==> src/rtl/jtframe_dwnld_pkg.sv <==
`default_nettype none
// ============================================================================
// Module      : jtframe_dwnld_pkg
// Description : Shared types, lane masks and bank decode for the ROM download
//               bridge.
// Revision    : 1.0 - initial release
// ============================================================================
package jtframe_dwnld_pkg;

    typedef struct packed {
        logic [1:0]  ba;
        logic [21:0] addr;
        logic [15:0] data;
        logic [1:0]  mask;
    } dwnld_entry_t;

    typedef enum logic [0:0] {
        ST_IDLE  = 1'b0,
        ST_WRITE = 1'b1
    } dwnld_state_t;

    // Active-low lane masks: LO writes only the even byte, HI only the odd one.
    localparam logic [1:0] MASK_WORD = 2'b00;
    localparam logic [1:0] MASK_LO   = 2'b10;
    localparam logic [1:0] MASK_HI   = 2'b01;

    typedef struct packed {
        logic [1:0]  ba;
        logic [21:0] addr;
        logic        odd;
    } dwnld_loc_t;

    // Offset is truncated to 23 bits so addresses past a bank wrap inside it.
    function automatic dwnld_loc_t dwnld_decode(
        input logic [24:0] addr,
        input logic [24:0] ba1,
        input logic [24:0] ba2,
        input logic [24:0] ba3
    );
        dwnld_loc_t  loc;
        logic [22:0] offset;
        if (addr >= ba3) begin
            loc.ba = 2'd3;
            offset = 23'(addr - ba3);
        end else if (addr >= ba2) begin
            loc.ba = 2'd2;
            offset = 23'(addr - ba2);
        end else if (addr >= ba1) begin
            loc.ba = 2'd1;
            offset = 23'(addr - ba1);
        end else begin
            loc.ba = 2'd0;
            offset = 23'(addr);
        end
        loc.addr = offset[22:1];
        loc.odd  = offset[0];
        return loc;
    endfunction

endpackage
`default_nettype wire

==> src/rtl/jtframe_dwnld_fifo.sv <==
`default_nettype none
// ============================================================================
// Module      : jtframe_dwnld_fifo
// Description : Small synchronous FIFO of pending SDRAM write entries.
// Revision    : 1.0 - initial release
// ============================================================================
module jtframe_dwnld_fifo
    import jtframe_dwnld_pkg::*;
#(
    parameter int DEPTH = 4
)(
    input  logic         clk,
    input  logic         rst_n,
    input  logic         i_push,
    input  dwnld_entry_t i_din,
    input  logic         i_pop,
    output dwnld_entry_t o_dout,
    output logic         o_full,
    output logic         o_empty
);
    localparam int AW = $clog2(DEPTH);

    dwnld_entry_t  r_mem [DEPTH];
    logic [AW-1:0] r_wr_ptr;
    logic [AW-1:0] r_rd_ptr;
    logic [AW:0]   r_count;
    logic          w_do_push;
    logic          w_do_pop;

    assign o_full    = (r_count == (AW+1)'(DEPTH));
    assign o_empty   = (r_count == '0);
    assign w_do_pop  = i_pop & ~o_empty;
    // A full FIFO still accepts a push when the same cycle frees a slot.
    assign w_do_push = i_push & (~o_full | w_do_pop);
    assign o_dout    = r_mem[r_rd_ptr];

    always_ff @(posedge clk) begin
        if (w_do_push) begin
            r_mem[r_wr_ptr] <= i_din;
        end
    end

    always_ff @(posedge clk or negedge rst_n) begin
        if (!rst_n) begin
            r_wr_ptr <= '0;
            r_rd_ptr <= '0;
            r_count  <= '0;
        end else begin
            if (w_do_push) begin
                r_wr_ptr <= r_wr_ptr + AW'(1);
            end
            if (w_do_pop) begin
                r_rd_ptr <= r_rd_ptr + AW'(1);
            end
            if (w_do_push && !w_do_pop) begin
                r_count <= r_count + (AW+1)'(1);
            end else if (w_do_pop && !w_do_push) begin
                r_count <= r_count - (AW+1)'(1);
            end
        end
    end

endmodule
`default_nettype wire

==> src/rtl/jtframe_dwnld_bridge.sv <==
`default_nettype none
// ============================================================================
// Module      : jtframe_dwnld_bridge
// Description : Packs ioctl download bytes into 16-bit SDRAM prog writes.
// Revision    : 1.0 - initial release
// ============================================================================
module jtframe_dwnld_bridge
    import jtframe_dwnld_pkg::*;
#(
    parameter logic [24:0] BA1_START  = 25'h0_400000,
    parameter logic [24:0] BA2_START  = 25'h0_800000,
    parameter logic [24:0] BA3_START  = 25'h0_C00000,
    parameter int          FIFO_DEPTH = 4
)(
    input  logic        clk_rom,
    input  logic        rst_n,
    input  logic        downloading,
    input  logic [24:0] ioctl_addr,
    input  logic [7:0]  ioctl_data,
    input  logic        ioctl_wr,
    output logic [21:0] prog_addr,
    output logic [15:0] prog_data,
    output logic [1:0]  prog_mask,
    output logic [1:0]  prog_ba,
    output logic        prog_we,
    input  logic        prog_rdy,
    output logic        dwnld_busy,
    output logic        dwnld_ovf
);
    dwnld_loc_t   w_loc;
    dwnld_entry_t w_held, w_single, w_push_entry, w_head, r_pend;
    dwnld_state_t r_state;
    logic         r_pack_valid, r_pend_valid, r_dl_d, r_flush_req;
    logic [1:0]   r_pack_ba;
    logic [21:0]  r_pack_addr;
    logic [7:0]   r_pack_byte;
    logic         w_fall, w_rise, w_match, w_push, w_pop, w_drop;
    logic         w_fifo_full, w_fifo_empty;

    assign w_loc    = dwnld_decode(ioctl_addr, BA1_START, BA2_START, BA3_START);
    assign w_fall   = r_dl_d & ~downloading;
    assign w_rise   = downloading & ~r_dl_d;
    assign w_match  = r_pack_valid & w_loc.odd & (w_loc.ba == r_pack_ba)
                    & (w_loc.addr == r_pack_addr);
    assign w_held   = '{ba: r_pack_ba, addr: r_pack_addr,
                        data: {r_pack_byte, r_pack_byte}, mask: MASK_LO};
    assign w_single = '{ba: w_loc.ba, addr: w_loc.addr,
                        data: {ioctl_data, ioctl_data}, mask: MASK_HI};
    assign w_pop    = (r_state == ST_WRITE) & prog_rdy;
    assign w_drop   = w_push & w_fifo_full & ~w_pop;

    always_comb begin
        w_push       = 1'b0;
        w_push_entry = w_held;
        if (ioctl_wr) begin
            if (w_match) begin
                w_push       = 1'b1;
                w_push_entry = '{ba: r_pack_ba, addr: r_pack_addr,
                                 data: {ioctl_data, r_pack_byte}, mask: MASK_WORD};
            end else if (r_pack_valid) begin
                w_push       = 1'b1;
            end else if (w_loc.odd) begin
                w_push       = 1'b1;
                w_push_entry = w_single;
            end
        end else if (r_pend_valid) begin
            w_push       = 1'b1;
            w_push_entry = r_pend;
        end else if ((w_fall | r_flush_req) & r_pack_valid) begin
            w_push       = 1'b1;
        end
    end

    // Pack register, deferred push after a flush, and end-of-download flush.
    always_ff @(posedge clk_rom or negedge rst_n) begin
        if (!rst_n) begin
            r_dl_d       <= 1'b0;
            r_flush_req  <= 1'b0;
            r_pack_valid <= 1'b0;
            r_pack_ba    <= '0;
            r_pack_addr  <= '0;
            r_pack_byte  <= '0;
            r_pend_valid <= 1'b0;
            r_pend       <= '0;
            dwnld_ovf    <= 1'b0;
        end else begin
            r_dl_d       <= downloading;
            r_pend_valid <= 1'b0;
            if (ioctl_wr) begin
                r_flush_req <= w_fall;
                if (w_match) begin
                    r_pack_valid <= 1'b0;
                end else if (!w_loc.odd) begin
                    r_pack_valid <= 1'b1;
                    r_pack_ba    <= w_loc.ba;
                    r_pack_addr  <= w_loc.addr;
                    r_pack_byte  <= ioctl_data;
                end else begin
                    r_pack_valid <= 1'b0;
                    if (r_pack_valid) begin
                        r_pend_valid <= 1'b1;
                        r_pend       <= w_single;
                    end
                end
            end else begin
                r_flush_req <= 1'b0;
                if (w_fall | r_flush_req) begin
                    r_pack_valid <= 1'b0;
                end
            end
            if (w_rise) begin
                dwnld_ovf <= 1'b0;
            end
            if (w_drop) begin
                dwnld_ovf <= 1'b1;
            end
        end
    end

    always_ff @(posedge clk_rom or negedge rst_n) begin
        if (!rst_n) begin
            r_state   <= ST_IDLE;
            prog_we   <= 1'b0;
            prog_addr <= '0;
            prog_data <= '0;
            prog_mask <= 2'b11;
            prog_ba   <= '0;
        end else begin
            case (r_state)
                ST_IDLE: begin
                    if (!w_fifo_empty) begin
                        prog_ba   <= w_head.ba;
                        prog_addr <= w_head.addr;
                        prog_data <= w_head.data;
                        prog_mask <= w_head.mask;
                        prog_we   <= 1'b1;
                        r_state   <= ST_WRITE;
                    end
                end
                ST_WRITE: begin
                    if (prog_rdy) begin
                        prog_we <= 1'b0;
                        r_state <= ST_IDLE;
                    end
                end
                default: r_state <= ST_IDLE;
            endcase
        end
    end

    // Gated by rst_n so busy reads low for the whole reset, even mid-download.
    assign dwnld_busy = rst_n & (downloading | r_pack_valid | r_pend_valid
                               | ~w_fifo_empty | prog_we);

    jtframe_dwnld_fifo #(
        .DEPTH (FIFO_DEPTH)
    ) u_fifo (
        .clk     (clk_rom),
        .rst_n   (rst_n),
        .i_push  (w_push),
        .i_din   (w_push_entry),
        .i_pop   (w_pop),
        .o_dout  (w_head),
        .o_full  (w_fifo_full),
        .o_empty (w_fifo_empty)
    );

endmodule
`default_nettype wire
==> config.mk <==
export PLATFORM = sky130hd
export DESIGN_NAME = jtframe_dwnld_bridge
export DESIGN_NICKNAME = d
export VERILOG_FILES = /design/src/rtl/jtframe_dwnld_pkg.sv /design/src/rtl/jtframe_dwnld_fifo.sv /design/src/rtl/jtframe_dwnld_bridge.sv
export SDC_FILE = /design/constraint.sdc
export NUM_CORES = 1
export LEC_CHECK = 0
export BUFFER_PORTS_ARGS = -buffer_cell sky130_fd_sc_hd__buf_2
export CAP_MARGIN = 15
export CORE_ASPECT_RATIO = 1.5
export CORE_MARGIN = 3
export CORE_UTILIZATION = 55
export DETAILED_ROUTE_END_ITERATION = 8
export PLACE_DENSITY = 0.72
export SYNTH_ARGS = -nofsm -noshare
export SYNTH_HDL_FRONTEND = slang
export SYNTH_SLANG_ARGS = --single-unit
==> constraint.sdc <==
create_clock -name clk_rom -period 3.2 [get_ports clk_rom]
set_input_delay 0.64 -clock clk_rom [delete_from_list [all_inputs] [get_ports clk_rom]]
set_output_delay 0.64 -clock clk_rom [all_outputs]
set_load 0.005 [all_outputs]
* After elaboration in Yosys (flattened, before gate mapping)
Memory sizes are Yosys's and may differ from the RTL's. A register that Yosys moved wholly into a read port is not among the register bits.
Cells that the tools add are included.
** Storage, ports and cells
- Bits in registers :: 87
- Memory bits (writable) :: 168
- Bits of input ports :: 38
- Word-level logic and storage cells :: 110
- Memories kept :: 1
** Memories
- u_fifo.r_mem :: words 4, bits a word 42, read ports 1, clocked after memory_dff 1, write ports 1, RTL line jtframe_dwnld_fifo.sv:23 : dwnld_entry_t r_mem [DEPTH];
** Operators by class
- Add/subtract/negate cells :: 7
- Order comparisons :: 3
- Equality and inequality tests :: 5
- Mux-type cells :: 38
- Bitwise logic cells :: 26
- Reductions and logical operators :: 13
** Operators with widths (count)
- 42-bit two-way mux :: 5
- 23-bit two-way mux :: 3
- 25-bit by 24-bit >= comparator with 1-bit output (second input constant) :: 2
- 23-bit subtractor (second input constant) :: 2
- 25-bit by 23-bit >= comparator with 1-bit output (second input constant) :: 1
- 1-bit two-way mux :: 24
- 23-bit by 1-bit subtractor with 23-bit output (second input constant) :: 1
- 22-bit == test :: 1
- 1-bit bitwise AND :: 12
- 1-bit inverter :: 8
- 3-bit two-way mux :: 2
- 1-bit bitwise OR :: 6
- 2-bit nonzero test :: 3
- 2-bit by 1-bit adder with 2-bit output (second input constant) :: 2
- 2-bit two-way mux :: 2
- 2-bit != test (second input constant) :: 2
- 1-bit case mux with 2 select lines :: 2
- 2-bit AND reduction :: 2
- 4-bit AND reduction :: 1
- 3-bit by 1-bit adder with 3-bit output (second input constant) :: 1
- 3-bit == test (second input constant) :: 1
- 1-bit logical NOT :: 3
- 3-bit logical NOT :: 1
- 3-bit AND reduction :: 1
- other kinds (3) :: 4

* Depth between registers and ports, before layout
Gate-level depths: netlist (run 1).
- Depth in word-level cells :: 14
- Depth in mapped cells :: 10
- Gate-level depth less buffers :: 10

* Cells and area by module
A second synthesis (run 1) with hierarchy kept.
** Unflattened totals
- Cells, all modules :: 788
- Area total of the unflattened synthesis :: 12465.7 um^2
** Modules (own cells, without submodules)
- jtframe_dwnld_fifo :: instances 1, cells an instance 255, area an instance 6547.5 um^2, sequential area each 5220.0 um^2
- jtframe_dwnld_bridge :: instances 1, cells an instance 533, area an instance 5918.2 um^2, sequential area each 2855.2 um^2

* Worst setup path after synthesis (run 1)
Ideal clock, no wire load.
- Kind :: in2reg
- Start :: in ioctl_wr
- End :: mem u_fifo.r_mem[0][0] in the netlist's numbering, enable pin
- Data arrival time :: 2.479 ns
- Data required time :: 2.796 ns
- Setup slack :: 0.317 ns
- Stages on the path :: 5
- Buffers on the path :: 2
- Path through :: clkbuf_1 nand2b_1 clkbuf_1 o211a_1 and2_1
** On the way
- Longest elaborated chain between the ends :: 4
** RTL lines
- start: declaration :: RTL line jtframe_dwnld_bridge.sv:20 : input logic ioctl_wr,
- 1-bit two-way mux :: RTL line jtframe_dwnld_bridge.sv:55 : if (ioctl_wr) begin
- 1-bit bitwise AND :: RTL line jtframe_dwnld_fifo.sv:34 : assign w_do_push = i_push & (~o_full | w_do_pop);
- net u_fifo.w_do_push :: RTL line jtframe_dwnld_fifo.sv:27 : logic w_do_push;
- 1-bit two-way mux :: RTL line jtframe_dwnld_fifo.sv:38 : if (w_do_push) begin
- 1-bit two-way mux (not written as such) :: RTL line jtframe_dwnld_fifo.sv:39 : r_mem[r_wr_ptr] <= i_din;
- end: declaration :: RTL line jtframe_dwnld_fifo.sv:23
The timed path passes the listed nets, and every way through them passes these cells.

* Worst setup path in the final report (run 1)
- Start :: reg r_pend_valid
- End :: out dwnld_busy
** On the way
- Longest elaborated chain between the ends :: 4
** RTL lines
- start: declaration :: RTL line jtframe_dwnld_bridge.sv:33 : logic r_pack_valid, r_pend_valid, r_dl_d, r_flush_req;
- start signal: assignment :: RTL line jtframe_dwnld_bridge.sv:83 : r_pend_valid <= 1'b0;
- start signal: assignment :: RTL line jtframe_dwnld_bridge.sv:88 : r_pend_valid <= 1'b0;
- start signal: assignment :: RTL line jtframe_dwnld_bridge.sv:101 : r_pend_valid <= 1'b1;
- 1-bit bitwise OR :: RTL line jtframe_dwnld_bridge.sv:152 : assign dwnld_busy = rst_n & (downloading | r_pack_valid | r_pend_valid
- 1-bit bitwise OR (2 in series) :: RTL line jtframe_dwnld_bridge.sv:153 : | ~w_fifo_empty | prog_we);
- 1-bit bitwise AND :: RTL line jtframe_dwnld_bridge.sv:152
- end: declaration :: RTL line jtframe_dwnld_bridge.sv:27 : output logic dwnld_busy,
Every way passes these cells.

==> metrics.txt, run 1 <==
post-route insts no fill=1159; Sum Neg Setup Slack=0 ps; switching share of power=0.277; Hold-fix buffers, CTS=0; r2r setup slk=720 ps; PD cells=861 mW/mm^2; FF-to-FF End=u_fifo.r_mem[1][10]; Clk pwr share=0.281; relative slew slack=0.497; die area=0.0240 mm^2; CP Data Arrival Time=1930 ps; routed len/inst=22.5 um; Slew Viols, Final=0; R2R cell count=6; TritonCTS clock tree=built; Worst Tran Pin Value=755 ps; status=complete, no violations; first-pass GRT wire length=41.7 mm; Max Cap Viol=0; gpl congestion=0.794; Worst Setup End Kind=primary output; RSZ-0062 raised after global routing=false; clk slew on worst S/H paths=60 ps; pin count of the biggest net entering global routing=122; Critical-path top delay cell=buf_4; Die Wd=127 um; crit path launch type=flop; CTS sink count=289; CTS Buffer Depth=3; number of CTS-inserted buffers=27; DRC=0; Starting Density=0.560; antenna viol nets, final=0; vias in the first global route=7493; Hold Crit Class=primary input to async pin; post-CTS setup repair buffer count=0; Layout Skew=8.49 ps; Crit path buffers/inverters=2; flip-flop and latch count after synthesis=289; CP delay by family, top=buffers and inverters; port bufs=82; clock insertion delay at the later pin of the skew report=520 ps; initial antenna violation count=3; Detailed Routing Iterations Pass 1=5; via count=7042; crit-path max cell delay=590 ps; sequential share of the synthesized area=0.664; Setup crit end=dwnld_busy; post-cts sizing count=0; die height=188 um; share of layout cells above drive strength 1=0.332; DR iter-0 viols=527; Total GRT Usage=0.223; Layout fillers=1492; GR Overflow Total=0; via density per instance=6.08; Primary FF master, synth=edfxtp_1; FP Rows=66; Combinational Power Share=0.260; EDFF count, synth=168; Post-DP HPWL=16.2 mm; Final Hold Vio Count=0; CTS HTree Levels=1; clock root cell=clkbuf_16; Reg power frac=0.459; critical path depth=4; num ports=83; placed cells=1107; f_max=388 MHz; Pwr Total=0.0120 W; syn_area_per_cell=15.6 um^2; WS Path Type=flop to primary output; Final Util=0.643; Core Footprint=0.0217 mm^2; critical path peak fanout=66; Pint=0.00869 W; count of mapped cells out of synthesis=781; Post-Syn Area=0.0122 mm^2; VDD IR max=0.496 mV; period utilization=0.805; crit path cell chain=buf_4 -> nor3_1 -> a21boi_0 -> buf_2; Tmin final=2570 ps; r2r startpoint=r_pack_addr[10]; # setup viols final=0; Area Overhead vs Synth=14.8%; Switch Pwr=0.00333 W; net count after synthesis=825; worst setup path startpoint=r_pend_valid; Final nets=909; synth warn=0; Post-synth ARST share=0.419; P_leak=5.20 nW; CP required=2560 ps; Routed WL=26.0 mm; count of different cell masters after synthesis=41
## state kept, by name (all words and copies together) (netlist names), 3 cells and up
| signal | cells |
|---|---|
| r_pack_byte | 8 |
| prog_data | 16 |
| u_fifo.r_mem | 168 |
| prog_addr | 22 |
| r_pack_addr | 22 |
| u_fifo.r_count | 3 |
| r_pend | 33 |
## cell usage in the layout, fill, tap and decap left out, types with 7 or more instances in the layout
cell type / instances
inv_1: 16
dfrtp_1: 116
xnor2_1: 26
nand2_1: 81
a211oi_1: 40
mux4_2: 42
buf_12: 8
a311oi_1: 8
a31oi_1: 30
edfxtp_1: 168
mux2_2: 87
mux2_1: 7
nor2b_1: 33
clkbuf_16: 27
buf_2: 81
clkinv_2: 8
o21ai_0: 19
buf_4: 13
## kinds of logic (layout without fill, tap and decap cells)
family,after synthesis,after routing,share of synthesized area
other,0,2,0
and+or+nand+nor,146,146,0.0567
buffers and inverters,64,168,0.0222
DFF,289,289,0.664
adders and majority gates,6,6,0.00679
AOI/OAI and AO/OA,109,109,0.0625
muxes,139,139,0.167
xor gates and xnor gates,28,28,0.0202
## how the worst min path moves through the flow
stage                start            to  slack, ps  depth (start not counted)
3_3_place_gp   r_flush_req  r_pack_valid        460                          1
3_5_place_dp   r_flush_req  r_pack_valid        440                          1
2_1_floorplan        rst_n     dwnld_ovf        340                          0
5_1_grt        downloading        r_dl_d        260                          1
6_report             rst_n  prog_data[3]        240                          2
4_1_cts        downloading        r_dl_d        240                          1
## cell usage after synthesis (3+ instances only)
cell,number,share of area
a211oi_1,40,0.025
a21oi_1,4,0.0016
a311oi_1,8,0.0058
a31oi_1,30,0.015
and2_1,5,0.0026
buf_1,3,0.00093
buf_2,6,0.0025
buf_6,3,0.0028
clkbuf_1,36,0.011
dfrtp_1,119,0.24
edfxtp_1,168,0.41
ha_1,5,0.0051
inv_1,16,0.0049
mux2_1,7,0.0065
mux2_2,87,0.081
mux2i_1,3,0.0025
mux4_2,42,0.078
nand2_1,81,0.025
nand2b_1,3,0.0015
nand3_1,4,0.0016
nand4_1,6,0.0031
nor2_1,6,0.0019
nor2b_1,35,0.018
o21ai_0,19,0.0078
xnor2_1,26,0.019
## per-layer routing
metal	vias to the layer above	share of wire	routed length [um]	GRT usage
met5	-	0.00027	7	0
met4	2	0.025	644	0.0723
met3	42	0.052	1350	0.0274
met2	235	0.52	13600	0.377
met1	3645	0.40	10400	0.302
li1	3118	-	-	-
## metrics by stage
step           instance area [um^2]  hold slack, ps  worst slack (ps)
2_1_floorplan                 12200             344               317
3_3_place_gp                  13000             456               390
3_5_place_dp                  13000             444               322
4_1_cts                       13900             241               608
5_1_grt                       14000             261               488
6_report                      14000             242               625
## cell type report
type / count / area [um^2] / area share
clock inverter: 20 / 254 / 0.0182
sequential: 289 / 8080 / 0.579
multi-input combinational: 428 / 3840 / 0.275
clock buffer: 29 / 683 / 0.0490
tap: 272 / 340 / 0.0244
timing repair buffer: 103 / 691 / 0.0495
inverter: 16 / 60.1 / 0.00430
antenna: 2 / 5.00 / 0.000359
## power groups by stage
| stage | Clock (W) | Sequential [W] | Combinational [W] |
|---|---|---|---|
| after floorplan | 0 | 0.00547 | 0.00208 |
| after global placement | 0 | 0.00551 | 0.00312 |
| after detailed placement | 0 | 0.00559 | 0.00319 |
| after CTS | 0.00345 | 0.00553 | 0.00321 |
| after global routing | 0.00359 | 0.00563 | 0.00343 |
| final | 0.00338 | 0.00551 | 0.00313 |
## worst reg2reg max path: cells and delay by family, from the launching register on
family,cells,cell delay [ps]
XOR/XNOR,1,220
buffers and inverters,1,280
flip-flops,1,410
AND/OR/NAND/NOR,2,680
AO/OA/AOI/OAI,2,570
No activity file was read; power rests on OpenSTA's default activity.
==> run 2: changes to the inputs <==
clock period = 2.62 ns   (was 3.2 ns; I/O delays follow)
==> run 2 against run 1 <==
  * Sequential power increased by 22%
  * Largest power group unchanged
  * Sequential cell count unchanged
  * Highest routed layer is now met4
  * Sequential share of layout area rose by 0.34 points
  * Clock power grew 6.5%
==> metrics.txt, run 2 (synthesized netlist as in run 1, its figures left out) <==
Area Overhead vs Synth=14.1%; Worst Setup End Kind=primary output; number of CTS-inserted buffers=27 (unchanged); via density per instance=6.02 (-0.98%); relative slew slack=0.517 (+0.0198); vias in the first global route=7460 (-0.44%); FP Rows=66 (unchanged); Slew Viols, Final=0 (unchanged); num ports=83 (unchanged); Die Wd=127 um (unchanged); period utilization=0.919; placed cells=1114 (+0.63%); Max Cap Viol=0 (unchanged); critical path peak fanout=66 (unchanged); Clk pwr share=0.254 (-0.027); die area=0.0240 mm^2 (unchanged); WS Path Type=flop to primary output; VDD IR max=0.498 mV (+0.26%); Hold-fix buffers, CTS=0 (unchanged); CTS Buffer Depth=3 (unchanged); routed len/inst=22.0 um (-1.9%); commonest non-fill, non-tap cell in the layout=edfxtp_1; RSZ-0062 raised after global routing=false; port bufs=82 (unchanged); clock insertion delay at the later pin of the skew report=520 ps (about the same); Hold Crit Class=primary input to async pin; via count=6997 (-0.64%); CP required=2100 ps (-460 ps); Starting Density=0.560 (unchanged); final setup margin=211 ps (-414 ps); gpl congestion=0.791 (-0.30%); antenna viol nets, final=0 (unchanged); Post-Place Worst Slack=-72.9 ps (-395 ps); crit path launch type=flop; Reg power frac=0.474 (+0.015); share of layout cells above drive strength 1=0.325 (-0.00673); Final Hold Vio Count=0 (unchanged); switching share of power=0.280 (+0.00300); Largest Register=u_fifo.r_mem; CTS HTree Levels=1 (unchanged); Final Cell Area=0.0139 mm^2 (-0.58%); pin count of the biggest net entering global routing=122 (unchanged); Ant. Diodes=0 (-2); post-route insts no fill=1163 (+0.35%); # setup viols final=0 (unchanged); Detailed Routing Iterations Pass 1=5 (unchanged); first-pass GRT wire length=41.2 mm (-1.4%); f_max=415 MHz; CP Data Arrival Time=1880 ps (-50 ps); DR iter-0 viols=587 (+11%); clk slew on worst S/H paths=60 ps (about the same); PD cells=1020 mW/mm^2 (+19%); DRC=0 (unchanged); Fin Hold WS=121 ps (-121 ps); Combinational Power Share=0.273 (+0.013); die height=188 um (unchanged); Routed WL=25.6 mm (-1.6%); number of flip-flops in the largest register=168 (unchanged); TritonCTS clock tree=built; Worst Tran Pin Value=723 ps (-31.4 ps); commonest cells after routing, fill and taps aside=168 x edfxtp_1, 116 x dfrtp_1, 87 x mux2_2; Pint=0.0102 W (+18%); status=complete, no violations; Final nets=915 (+0.66%); placed inst area=0.0131 mm^2 (+0.56%); Total GRT Usage=0.219 (-0.00384); Tmin final=2410 ps; biggest regs=u_fifo.r_mem (168), r_pend (33); P_leak=5.18 nW (-0.46%); initial antenna violation count=0 (-3); Layout Skew=8.23 ps (-0.257 ps); clock root cell=clkbuf_16; CTS sink count=289 (unchanged); Switch Pwr=0.00398 W (+19%); Final Util=0.639 (-0.00374); Core Footprint=0.0217 mm^2 (unchanged); Post-DP HPWL=15.7 mm (-2.7%); GR Overflow Total=0 (unchanged)
-- run 2: changes by cell type in the layout (fill, tap and decap cells not counted), moves of 2 or more --
| cell | previous run | this run |
|---|---|---|
| buf_4 | 13 | 18 |
| bufinv_16 | 6 | 1 |
| clkbuf_1 | 2 | 14 |
| clkinv_1 | 3 | 1 |
| clkinv_2 | 8 | 4 |
| clkinvlp_4 | 3 | 1 |
| diode_2 | 2 | 0 |
-- run 2: timing repair --
item	CTS	global route
resized for setup	0	2
setup buffers	0	0
setup endpoints to repair	0	23
-- run 2: path summary, 6_finish.rpt --
check,from,to,slack (ps),depth (start not counted)
min in group clk_rom,downloading,r_dl_d,170,1
max reg2reg,r_pack_addr[20],u_fifo.r_mem[1][13],230,6
min,rst_n,prog_data[4],120,2
max in group asynchronous,rst_n,r_pend_valid,1950,2
min reg2reg,r_flush_req,r_pack_valid,450,1
max,r_pend_valid,dwnld_busy,210,4
-- run 2: layer usage --
metal	up-vias	track usage	routed length (um)
met5	-	0	0
met4	0	0.0702	680
met3	54	0.0276	1230
met2	220	0.364	13100
met1	3604	0.303	10600
li1	3119	-	-
-- run 2: critical path, stage by stage, from the launching register on --
cell,delay (ps)
dfrtp_2,410
buf_6,260
nor3_1,390
a21boi_0,150
buf_2,150
-- run 2: layout make-up --
| cell class | instances | area (um^2) |
|---|---|---|
| repair buffers | 109 | 739 |
| well taps | 272 | 340 |
| clock buffers | 42 | 742 |
| multi-input cells | 428 | 3850 |
| flip-flops and latches | 289 | 8080 |
| clock inverters | 7 | 61.3 |
| inverters | 16 | 60.1 |
| fillers | 1563 | 7850 |
-- run 2: metrics by stage --
| step | setup TNS (ps) | power [W] |
|---|---|---|
| detailed placement | -1940 | 0.0107 |
| global placement | -2600 | 0.0105 |
| CTS | 0 | 0.0144 |
| global route | 0 | 0.0150 |
| floorplan | 0 | 0.00921 |
| finish | 0 | 0.0142 |
-- run 2: power groups by stage --
stage               combinational, W  clock [W]  sequential [W]
global route                 0.00424    0.00387         0.00685
floorplan                    0.00255          0         0.00666
global placement             0.00381          0         0.00673
CTS                          0.00395    0.00367         0.00674
finish                       0.00387    0.00360         0.00672
detailed placement           0.00392          0         0.00682
==> run 3: changes to the inputs <==
CORE_MARGIN = 2   (was 3)
CTS_CLUSTER_DIAMETER = 50   (was default)
clock period = 2.4 ns   (was 2.62 ns; I/O delays follow)
==> run 3 against run 2 <==
  * Worst setup slack got worse by 40 ps
  * Final area increased by 1.0%
  * Via count is 1.5% higher
  * Count of clock-buffer cells in the layout unchanged
  * Routed wire length down 0.80%
  * Register-to-register slack got worse by 60 ps
  * Combinational power up 8.5%
  * Global-route usage grew 0.28 points
==> metrics.txt, run 3 (synthesized netlist as in run 1, its figures left out) <==
first-pass GRT wire length=40.3 mm (-2.1%); f_max=449 MHz; placed cells=1125 (+0.99%); P_leak=5.27 nW (+1.8%); Max Cap Viol=0 (unchanged); FP Rows=66 (unchanged); GR Overflow Total=0 (unchanged); number of CTS-inserted buffers=28 (+3.7%); relative slew slack=0.544 (+0.0273); CTS sink count=289 (unchanged); post-cts sizing count=0 (unchanged); Hold Crit Class=primary input to async pin; biggest regs=u_fifo.r_mem (168), r_pend (33); post-route insts no fill=1178 (+1.3%); clock insertion delay at the later pin of the skew report=540 ps (+20 ps); commonest non-fill, non-tap cell in the layout=edfxtp_1; # setup viols final=0 (unchanged); antenna viol nets, final=0 (unchanged); number of flip-flops in the largest register=168 (unchanged); routed len/inst=21.6 um (-2.1%); Post-DP HPWL=16.0 mm (+1.6%); Pwr Total=0.0159 W (+12%); crit path launch type=flop; post-CTS setup repair buffer count=0 (unchanged); CTS Buffer Depth=3 (unchanged); VDD IR max=0.739 mV (+49%); commonest cells after routing, fill and taps aside=168 x edfxtp_1, 116 x dfrtp_1, 87 x mux2_2; status=complete, no violations; clk slew on worst S/H paths=60 ps (about the same); critical path peak fanout=5 (-92%); Worst Setup End Kind=flop; DRC=0 (unchanged); Die Wd=125 um (-1.6%); share of layout cells above drive strength 1=0.341 (+0.0160); Worst Tran Pin Value=684 ps (-39.4 ps); pin count of the biggest net entering global routing=122 (unchanged); Largest Register=u_fifo.r_mem; via count=7099 (+1.5%); PD cells=1130 mW/mm^2 (+11%); R2R cell count=6 (unchanged); Area Overhead vs Synth=15.3%; Final Util=0.645 (+0.00662); DR iter-0 viols=496 (-16%); Fin Hold WS=36.9 ps (-84.1 ps); TritonCTS clock tree=built; gpl congestion=0.798 (+0.78%); M1 GR Usage=0.293 (-0.00984); period utilization=0.928; clock root cell=clkbuf_16; Starting Density=0.560 (unchanged); Sum Neg Setup Slack=0 ps (unchanged); Routed WL=25.4 mm (-0.80%); WS Path Type=flop to flop; RSZ-0062 raised after global routing=false; Final Hold Vio Count=0 (unchanged); die area=0.0233 mm^2 (-2.6%); CTS HTree Levels=1 (unchanged); port bufs=82 (unchanged); CP required=2640 ps (+540 ps); vias in the first global route=7399 (-0.82%); num ports=83 (unchanged); die height=186 um (-1.1%); busiest grt layer=met2; Detailed Routing Iterations Pass 1=5 (unchanged); Slew Viols, Final=0 (unchanged); Core Footprint=0.0217 mm^2 (unchanged); via density per instance=6.03 (+0.17%); met2 Use GR=0.386 (+0.0214); Final nets=927 (+1.3%); Hold-fix buffers, CTS=0 (unchanged); GRT met3 Usage=0.0290 (+0.00139); initial antenna violation count=1 (+1); Total GRT Usage=0.222 (+0.00284); CP Data Arrival Time=2470 ps (+590 ps); Tmin final=2230 ps; Layout Skew=10.3 ps (+2.04 ps)
==> run 3: cell type report <==
cell class | count | area (um^2)
diodes | 1 | 2.50
clock buffers | 42 | 795
clock inverters | 10 | 128
fillers | 1528 | 7700
inverters | 16 | 60.1
multi-input cells | 428 | 3850
flip-flops and latches | 289 | 8080
well taps | 272 | 340
repair buffers | 120 | 761
==> run 3: critical path, stage by stage (launching register included) <==
cell,delay [ps]
dfrtp_1,410
xnor2_1,150
buf_4,140
nand3_1,120
a2111oi_4,420
a211oi_1,130
a311oi_1,560
==> run 3: stage by stage <==
stage | setup WS [ps] | area, um^2
after floorplan | 115 | 12200
after global placement | 37.3 | 13100
after detailed placement | -27.2 | 13100
after CTS | 84.0 | 14000
after global routing | 9.09 | 14000
final | 172 | 14000
==> run 3: worst paths after layout <==
| path | start | endpoint | slack, ps |
|---|---|---|---|
| worst max register to register | r_pack_addr[9] | u_fifo.r_mem[3][17] | 170 |
| worst max-delay path | r_pack_addr[9] | u_fifo.r_mem[3][17] | 170 |
| min in group clk_rom | downloading | r_dl_d | 130 |
| max in group asynchronous | rst_n | r_pend_valid | 1810 |
| worst min-delay path | rst_n | prog_data[2] | 40 |
| worst min register to register | r_flush_req | r_pack_valid | 450 |
==> run 3: routing by layer <==
layer,wire length (um),vias up,part of all wire
met4,627,0,0.025
met1,10100,3624,0.40
met2,13200,270,0.52
met5,0,-,0
met3,1500,45,0.059
li1,-,3160,-
==> run 3: power breakdown <==
group / switching, W / internal [W]
combinational: 0.00206 / 0.00214
clock: 0.00177 / 0.00261
sequential: 0.000554 / 0.00674
